File: src/rtl/weight_lut_reader.sv
// weight_lut_reader: fetches weight words from the LUT ROM
// and streams them out as 16-bit weights, MSB-first.
module weight_lut_reader #(
  parameter int ADDR_WIDTH   = 32,
  parameter int DATA_WIDTH   = 256,
  parameter int WEIGHT_WIDTH = 16,
  parameter int NUM_WORDS    = 28,
  parameter int ADDR_STRIDE  = 16,
  parameter logic [ADDR_WIDTH-1:0] BASE_ADDR = '0
) (
  input  logic                    clk,
  input  logic                    rst_n,
  input  logic                    start,
  output logic                    busy,
  output logic                    done,
  output logic [ADDR_WIDTH-1:0]   lut_address,
  input  logic [DATA_WIDTH-1:0]   lut_data,
  output logic                    w_valid,
  input  logic                    w_ready,
  output logic [WEIGHT_WIDTH-1:0] w_data,
  output logic                    w_last_word,
  output logic                    w_last
);

  localparam int NPW = DATA_WIDTH / WEIGHT_WIDTH;
  localparam int IW  = (NPW > 1) ? $clog2(NPW) : 1;
  localparam int CW  = $clog2(NUM_WORDS + 1);

  localparam logic [IW-1:0] IDX_LAST = IW'(NPW - 1);
  localparam logic [CW-1:0] WORD_LAST = CW'(NUM_WORDS - 1);
  localparam logic [CW-1:0] WORDS_C = CW'(NUM_WORDS);
  localparam logic [ADDR_WIDTH-1:0] STRIDE_C =
    ADDR_WIDTH'(ADDR_STRIDE);

  typedef enum logic [1:0] {
    S_IDLE,
    S_FETCH,
    S_DRAIN
  } state_e;

  state_e state_q, state_d;

  logic [ADDR_WIDTH-1:0] addr_q, addr_d;
  logic [ADDR_WIDTH-1:0] lut_address_q, lut_address_d;
  logic [CW-1:0]         issued_q, issued_d;
  logic [CW-1:0]         word_q, word_d;
  logic                  pend1_q, pend1_d;
  logic                  pend2_q, pend2_d;
  logic                  done_q, done_d;

  logic [DATA_WIDTH-1:0] mem_q [2];
  logic [DATA_WIDTH-1:0] mem_d [2];
  logic                  wr_ptr_q, wr_ptr_d;
  logic                  rd_ptr_q, rd_ptr_d;
  logic [1:0]            fifo_cnt_q, fifo_cnt_d;

  logic [DATA_WIDTH-1:0] sreg_q, sreg_d;
  logic [IW-1:0]         idx_q, idx_d;
  logic                  valid_q, valid_d;

  logic       xfer;
  logic       word_end;
  logic       final_xfer;
  logic       issue;
  logic       can_issue;
  logic       push;
  logic       pop;
  logic [2:0] occ;

  // Handshake qualifiers and read-issue admission.
  always_comb begin
    xfer       = valid_q & w_ready;
    word_end   = xfer && (idx_q == IDX_LAST);
    final_xfer = word_end && (word_q == WORD_LAST);
    occ        = {1'b0, fifo_cnt_q}
               + {2'b00, pend1_q}
               + {2'b00, pend2_q};
    can_issue  = (issued_q < WORDS_C)
               && (occ < 3'd2);
    push       = pend2_q;
    pop        = (fifo_cnt_q != 2'd0)
               && (!valid_q || word_end);
  end

  // Run control: state, address walk, done pulse.
  always_comb begin
    state_d       = state_q;
    addr_d        = addr_q;
    lut_address_d = lut_address_q;
    issued_d      = issued_q;
    done_d        = 1'b0;
    issue         = 1'b0;
    unique case (state_q)
      S_IDLE: begin
        if (start) begin
          issue         = 1'b1;
          lut_address_d = BASE_ADDR;
          addr_d        = BASE_ADDR + STRIDE_C;
          issued_d      = CW'(1);
          if (NUM_WORDS == 1) begin
            state_d = S_DRAIN;
          end else begin
            state_d = S_FETCH;
          end
        end
      end
      S_FETCH: begin
        if (can_issue) begin
          issue         = 1'b1;
          lut_address_d = addr_q;
          addr_d        = addr_q + STRIDE_C;
          issued_d      = issued_q + CW'(1);
          if (issued_q == WORD_LAST) begin
            state_d = S_DRAIN;
          end
        end
      end
      S_DRAIN: begin
        if (final_xfer) begin
          state_d = S_IDLE;
          done_d  = 1'b1;
        end
      end
      default: state_d = S_IDLE;
    endcase
  end

  // ROM latency pipe and 2-entry word FIFO.
  always_comb begin
    pend1_d    = issue;
    pend2_d    = pend1_q;
    mem_d      = mem_q;
    wr_ptr_d   = wr_ptr_q;
    rd_ptr_d   = rd_ptr_q;
    fifo_cnt_d = fifo_cnt_q;
    if (push) begin
      mem_d[wr_ptr_q] = lut_data;
      wr_ptr_d        = ~wr_ptr_q;
    end
    if (pop) begin
      rd_ptr_d = ~rd_ptr_q;
    end
    unique case ({push, pop})
      2'b10:   fifo_cnt_d = fifo_cnt_q + 2'd1;
      2'b01:   fifo_cnt_d = fifo_cnt_q - 2'd1;
      default: fifo_cnt_d = fifo_cnt_q;
    endcase
  end

  // Serializer: shift out one weight per handshake.
  always_comb begin
    sreg_d  = sreg_q;
    idx_d   = idx_q;
    valid_d = valid_q;
    word_d  = word_q;
    if (state_q == S_IDLE && start) begin
      word_d = '0;
    end
    if (xfer) begin
      sreg_d = sreg_q << WEIGHT_WIDTH;
      idx_d  = idx_q + IW'(1);
    end
    if (word_end) begin
      valid_d = 1'b0;
      idx_d   = '0;
      word_d  = word_q + CW'(1);
    end
    if (pop) begin
      sreg_d  = mem_q[rd_ptr_q];
      idx_d   = '0;
      valid_d = 1'b1;
    end
  end

  // All state registers, cleared by async reset.
  always_ff @(posedge clk or negedge rst_n) begin
    if (!rst_n) begin
      state_q       <= S_IDLE;
      addr_q        <= '0;
      lut_address_q <= '0;
      issued_q      <= '0;
      word_q        <= '0;
      pend1_q       <= 1'b0;
      pend2_q       <= 1'b0;
      done_q        <= 1'b0;
      mem_q[0]      <= '0;
      mem_q[1]      <= '0;
      wr_ptr_q      <= 1'b0;
      rd_ptr_q      <= 1'b0;
      fifo_cnt_q    <= 2'd0;
      sreg_q        <= '0;
      idx_q         <= '0;
      valid_q       <= 1'b0;
    end else begin
      state_q       <= state_d;
      addr_q        <= addr_d;
      lut_address_q <= lut_address_d;
      issued_q      <= issued_d;
      word_q        <= word_d;
      pend1_q       <= pend1_d;
      pend2_q       <= pend2_d;
      done_q        <= done_d;
      mem_q         <= mem_d;
      wr_ptr_q      <= wr_ptr_d;
      rd_ptr_q      <= rd_ptr_d;
      fifo_cnt_q    <= fifo_cnt_d;
      sreg_q        <= sreg_d;
      idx_q         <= idx_d;
      valid_q       <= valid_d;
    end
  end

  assign busy        = (state_q != S_IDLE);
  assign done        = done_q;
  assign lut_address = lut_address_q;
  assign w_valid     = valid_q;
  assign w_data      =
    sreg_q[DATA_WIDTH-1 -: WEIGHT_WIDTH];
  assign w_last_word = valid_q && (idx_q == IDX_LAST);
  assign w_last      = w_last_word
                     && (word_q == WORD_LAST);

endmodule
File: config.mk
export PLATFORM = sky130hd
export DESIGN_NAME = weight_lut_reader
export DESIGN_NICKNAME = d
export VERILOG_FILES = /design/src/rtl/weight_lut_reader.sv
export SDC_FILE = /design/constraint.sdc
export NUM_CORES = 1
export LEC_CHECK = 0
export ABC_CLOCK_PERIOD_IN_PS = 2400
export BUFFER_PORTS_ARGS = -buffer_cell sky130_fd_sc_hd__buf_2
export CAP_MARGIN = 0
export CORE_MARGIN = 10
export CORE_UTILIZATION = 35
export CTS_CLUSTER_SIZE = 25
export DETAILED_ROUTE_END_ITERATION = 8
export PLACE_DENSITY = 0.52
export SETUP_SLACK_MARGIN = 0.5
export SLEW_MARGIN = 20
export SYNTH_ARGS = -nofsm -noshare
export SYNTH_HDL_FRONTEND = slang
export SYNTH_SLANG_ARGS = --single-unit
File: constraint.sdc
create_clock -name clk -period 2.4 [get_ports clk]
set_input_delay 0.48 -clock clk [delete_from_list [all_inputs] [get_ports clk]]
set_output_delay 0.48 -clock clk [all_outputs]
set_load 0.02 [all_outputs]
==> flow_summary.yaml <==
sta:
  fmax_mhz: 433
  setup_viol_count_final: 0
  finalCritPeriodShare_pct: 96.2
  rsz0062_at_grt: "yes"
  tightest_slew_ns: 0.549
  slew_viol_final: 0
  min_period_ns: 2.31
  setup-tns-final_ns: 0
  finClkSkew_ns: 0.0347
  finalHoldViolCount: 0
  slew_headroom_pct: 63.4
synthesis:
  yosys_register_bits: 848
  synth_edf_count: 0
  yosysTopAreaCell: "dfrtp_1"
  synth.distinct_cells: 62
  yosysMostFrequentCell: "dfrtp_1"
  synth_top_flop_cell: "dfrtp_1"
  yosys_warnings: 0
  netlist_top_cells_count: "848 x dfrtp_1, 513 x mux2_2, 480 x o211ai_1"
  syn_inst: 2898
  async_reset_ff_share_pct: 100
  seq_area_frac_synth_pct: 57.1
  synth_top_area_share_pct: 57.1
  syn_avg_cell_area_sq_um: 12.8
  synth_area_leaders: "dfrtp_1 57%, mux2_2 16%, o211ai_1 9.7%, mux2i_1 7.3%, nand2_1 3.1%"
  netlist_area_sq_um: 37200
die:
  core_sq_um: 105000
  die_area_sq_um: 120000
  ioPinCount: 313
  num_rows: 119
  die_y_um: 346
  start_util_pct: 35.2
  die_w_um: 346
run_status:
  status: "finished, final reports clean"
finish:
  fin_cells: 4755
  final_core_util_pct: 44.2
  nets: 3546
  multi_input_area_sq_um: 15300
  area_delta_synth_final_pct: 25.3
  fillers: 9634
  drive_gt1_share_pct: 38.5
  regArea_sq_um: 21200
placement:
  dp_hpwl_um: 74400
  portBuffers: 308
  dp_cells: 4459
  gp_congestion: 0.806
global_routing:
  gr-total-overflow: 0
  grt_max_degree: 81
  grt_first_pass_wirelength_um: 169000
  grt_pass1_vias: 27200
  antenna_found_initial: 37
  gr-usage-all-layers_pct: 18.0
clocking:
  cts_tree: "done"
  clk_pin_slew_ns: 0.06
  cts.htree.levels: 3
  root_buffer: "clkbuf_16"
  cts.sinks: 848
  insertion_delay_ns: 0.69
  cts_buffers: 96
  clockBufferDepth: 3
routing:
  drc: 0
  vias: 25800
  final_antenna_net_count: 0
  viasPerCell: 5.42
  drt_iter0_drc: 1602
  first_pass_iters: 5
  wl_per_cell_um: 24.5
  wl_um: 117000
setup_path:
  worstPathRequired_ns: 1.92
  rr_worst_depth: 9
  crit_path_max_fanout: 3
  start_kind: "flip-flop"
  crit_start: "word_q[0]$_DFFE_PN0P_"
  reg2reg_slack_ns: 0.36
  crit_type: "reg2out"
  endpoint_kind: "output port"
  r2r-start: "idx_q[1]$_DFFE_PN0P_"
  critPathArrivalTime_ns: 1.83
worst_hold_path:
  min_path_cells: 2
  hold_class: "in2reg"
  hp-start: "lut_data[63]"
power:
  powerDensity_nw_per_um2: 1360
  ir_worst_vdd_uv: 754
  power.leakage_nw: 20.2
run:
  cap_violations: 0
[report_power, final]
part	switching (mW)	internal, mW	leakage, nW
clock network	6.09	9.24	1.62
registers	4.07	20.9	10.5
logic	11.1	11.7	8.06
[routing by layer]
metal	wire length (um)	GRT usage [%]	vias up	part of all wire [%]
met2	57200	29.6	652	49
met4	2590	5.69	32	2.2
met3	6780	4.32	186	5.8
met5	195	0	-	0.17
li1	-	-	11500	-
met1	50000	23.2	13400	43
[cell families after synthesis]
family | share of synthesized area [%]
AO/OA/AOI/OAI | 11.3
XOR/XNOR | 0.259
adder cells (fa/ha/maj) | 0.202
buffers and inverters | 3.15
flip-flops | 57.1
multiplexers | 22.8
other | 0.0101
AND/OR/NAND/NOR | 5.09
[critical path, cell delays in order, from the launching register on]
cell and delay [ns]:
dfrtp_1 0.40, ha_4 0.15, nand4b_1 0.14, nor3_2 0.20, buf_4 0.16, buf_6 0.11
[state kept, by name (all words and copies together) (netlist names), 2 cells and up]
register	flops
lut_address	28
idx_q	4
issued_q	5
addr_q	28
mem_q	512
sreg_q	256
word_q	5
state_q	2
fifo_cnt_q	2
[worst paths after layout]
kind | to
setup / recovery | w_last
hold / removal | mem_q[63]$_DFFE_PN0P_
setup reg to reg | sreg_q[217]$_DFFE_PN0P_
hold reg to reg | pend2_q$_DFF_PN0_
max in group asynchronous | mem_q[0]$_DFFE_PN0P_
min in group asynchronous | mem_q[56]$_DFFE_PN0P_
[repair_timing]
| item | CTS | global route |
|---|---|---|
| gates resized for setup | 66 | 94 |
| hold buffers | 6 | 0 |
| endpoints found under the hold margin | 40 | 0 |
| setup endpoints to repair | 303 | 308 |
| pin swaps | 39 | 287 |
| cloned | 9 | 30 |
| setup buffers | 32 | 37 |
[cell usage in the layout, fill, tap and decap left out, types with 5 or more instances in the layout]
cell and instances:
nor2_1 8, dfrtp_1 837, nand3_2 7, clkinv_2 12, nand2b_1 15, clkbuf_8 22
clkbuf_1 15, or4_4 6, and3_1 7, nor2_4 5, dlygate4sd3_1 6, buf_16 17
a21oi_1 5, xnor2_1 7, bufinv_16 11, a21oi_2 9, buf_12 58, nand4_1 15
buf_8 8, nand3_1 9, nand2_1 302, buf_6 32, nor4_4 7, buf_2 303
buf_4 95, mux2_2 513, clkbuf_16 115, diode_2 8, o211ai_1 480, a22o_1 22
o21ai_0 24, mux2i_1 271, dfrtp_2 10, clkinvlp_4 8
[metrics by stage]
step | setup WS, ns | instance area [sq um] | power, mW | hold slack (ns)
after floorplan | 0.422 | 37200 | 38.5 | 0.184
after global placement | 0.196 | 41000 | 44.7 | 0.460
after detailed placement | 0.195 | 41000 | 45.6 | 0.465
after CTS | 0.0901 | 45200 | 62.3 | 0.00108
after global routing | 0.0320 | 46500 | 66.8 | 0.0203
final | 0.0910 | 46600 | 63.2 | 0.0421
[area by class of cell]
type	count	area share, %
repair buffers	539	10.5
multi-input cells	1788	32.8
diodes	8	0.0430
well taps	1391	3.74
inverters	6	0.0833
clock inverters	41	1.23
repair inverters	1	0.0349
clock buffers	133	5.93
flip-flops and latches	848	45.6
No activity file was read; power rests on OpenSTA's default activity.
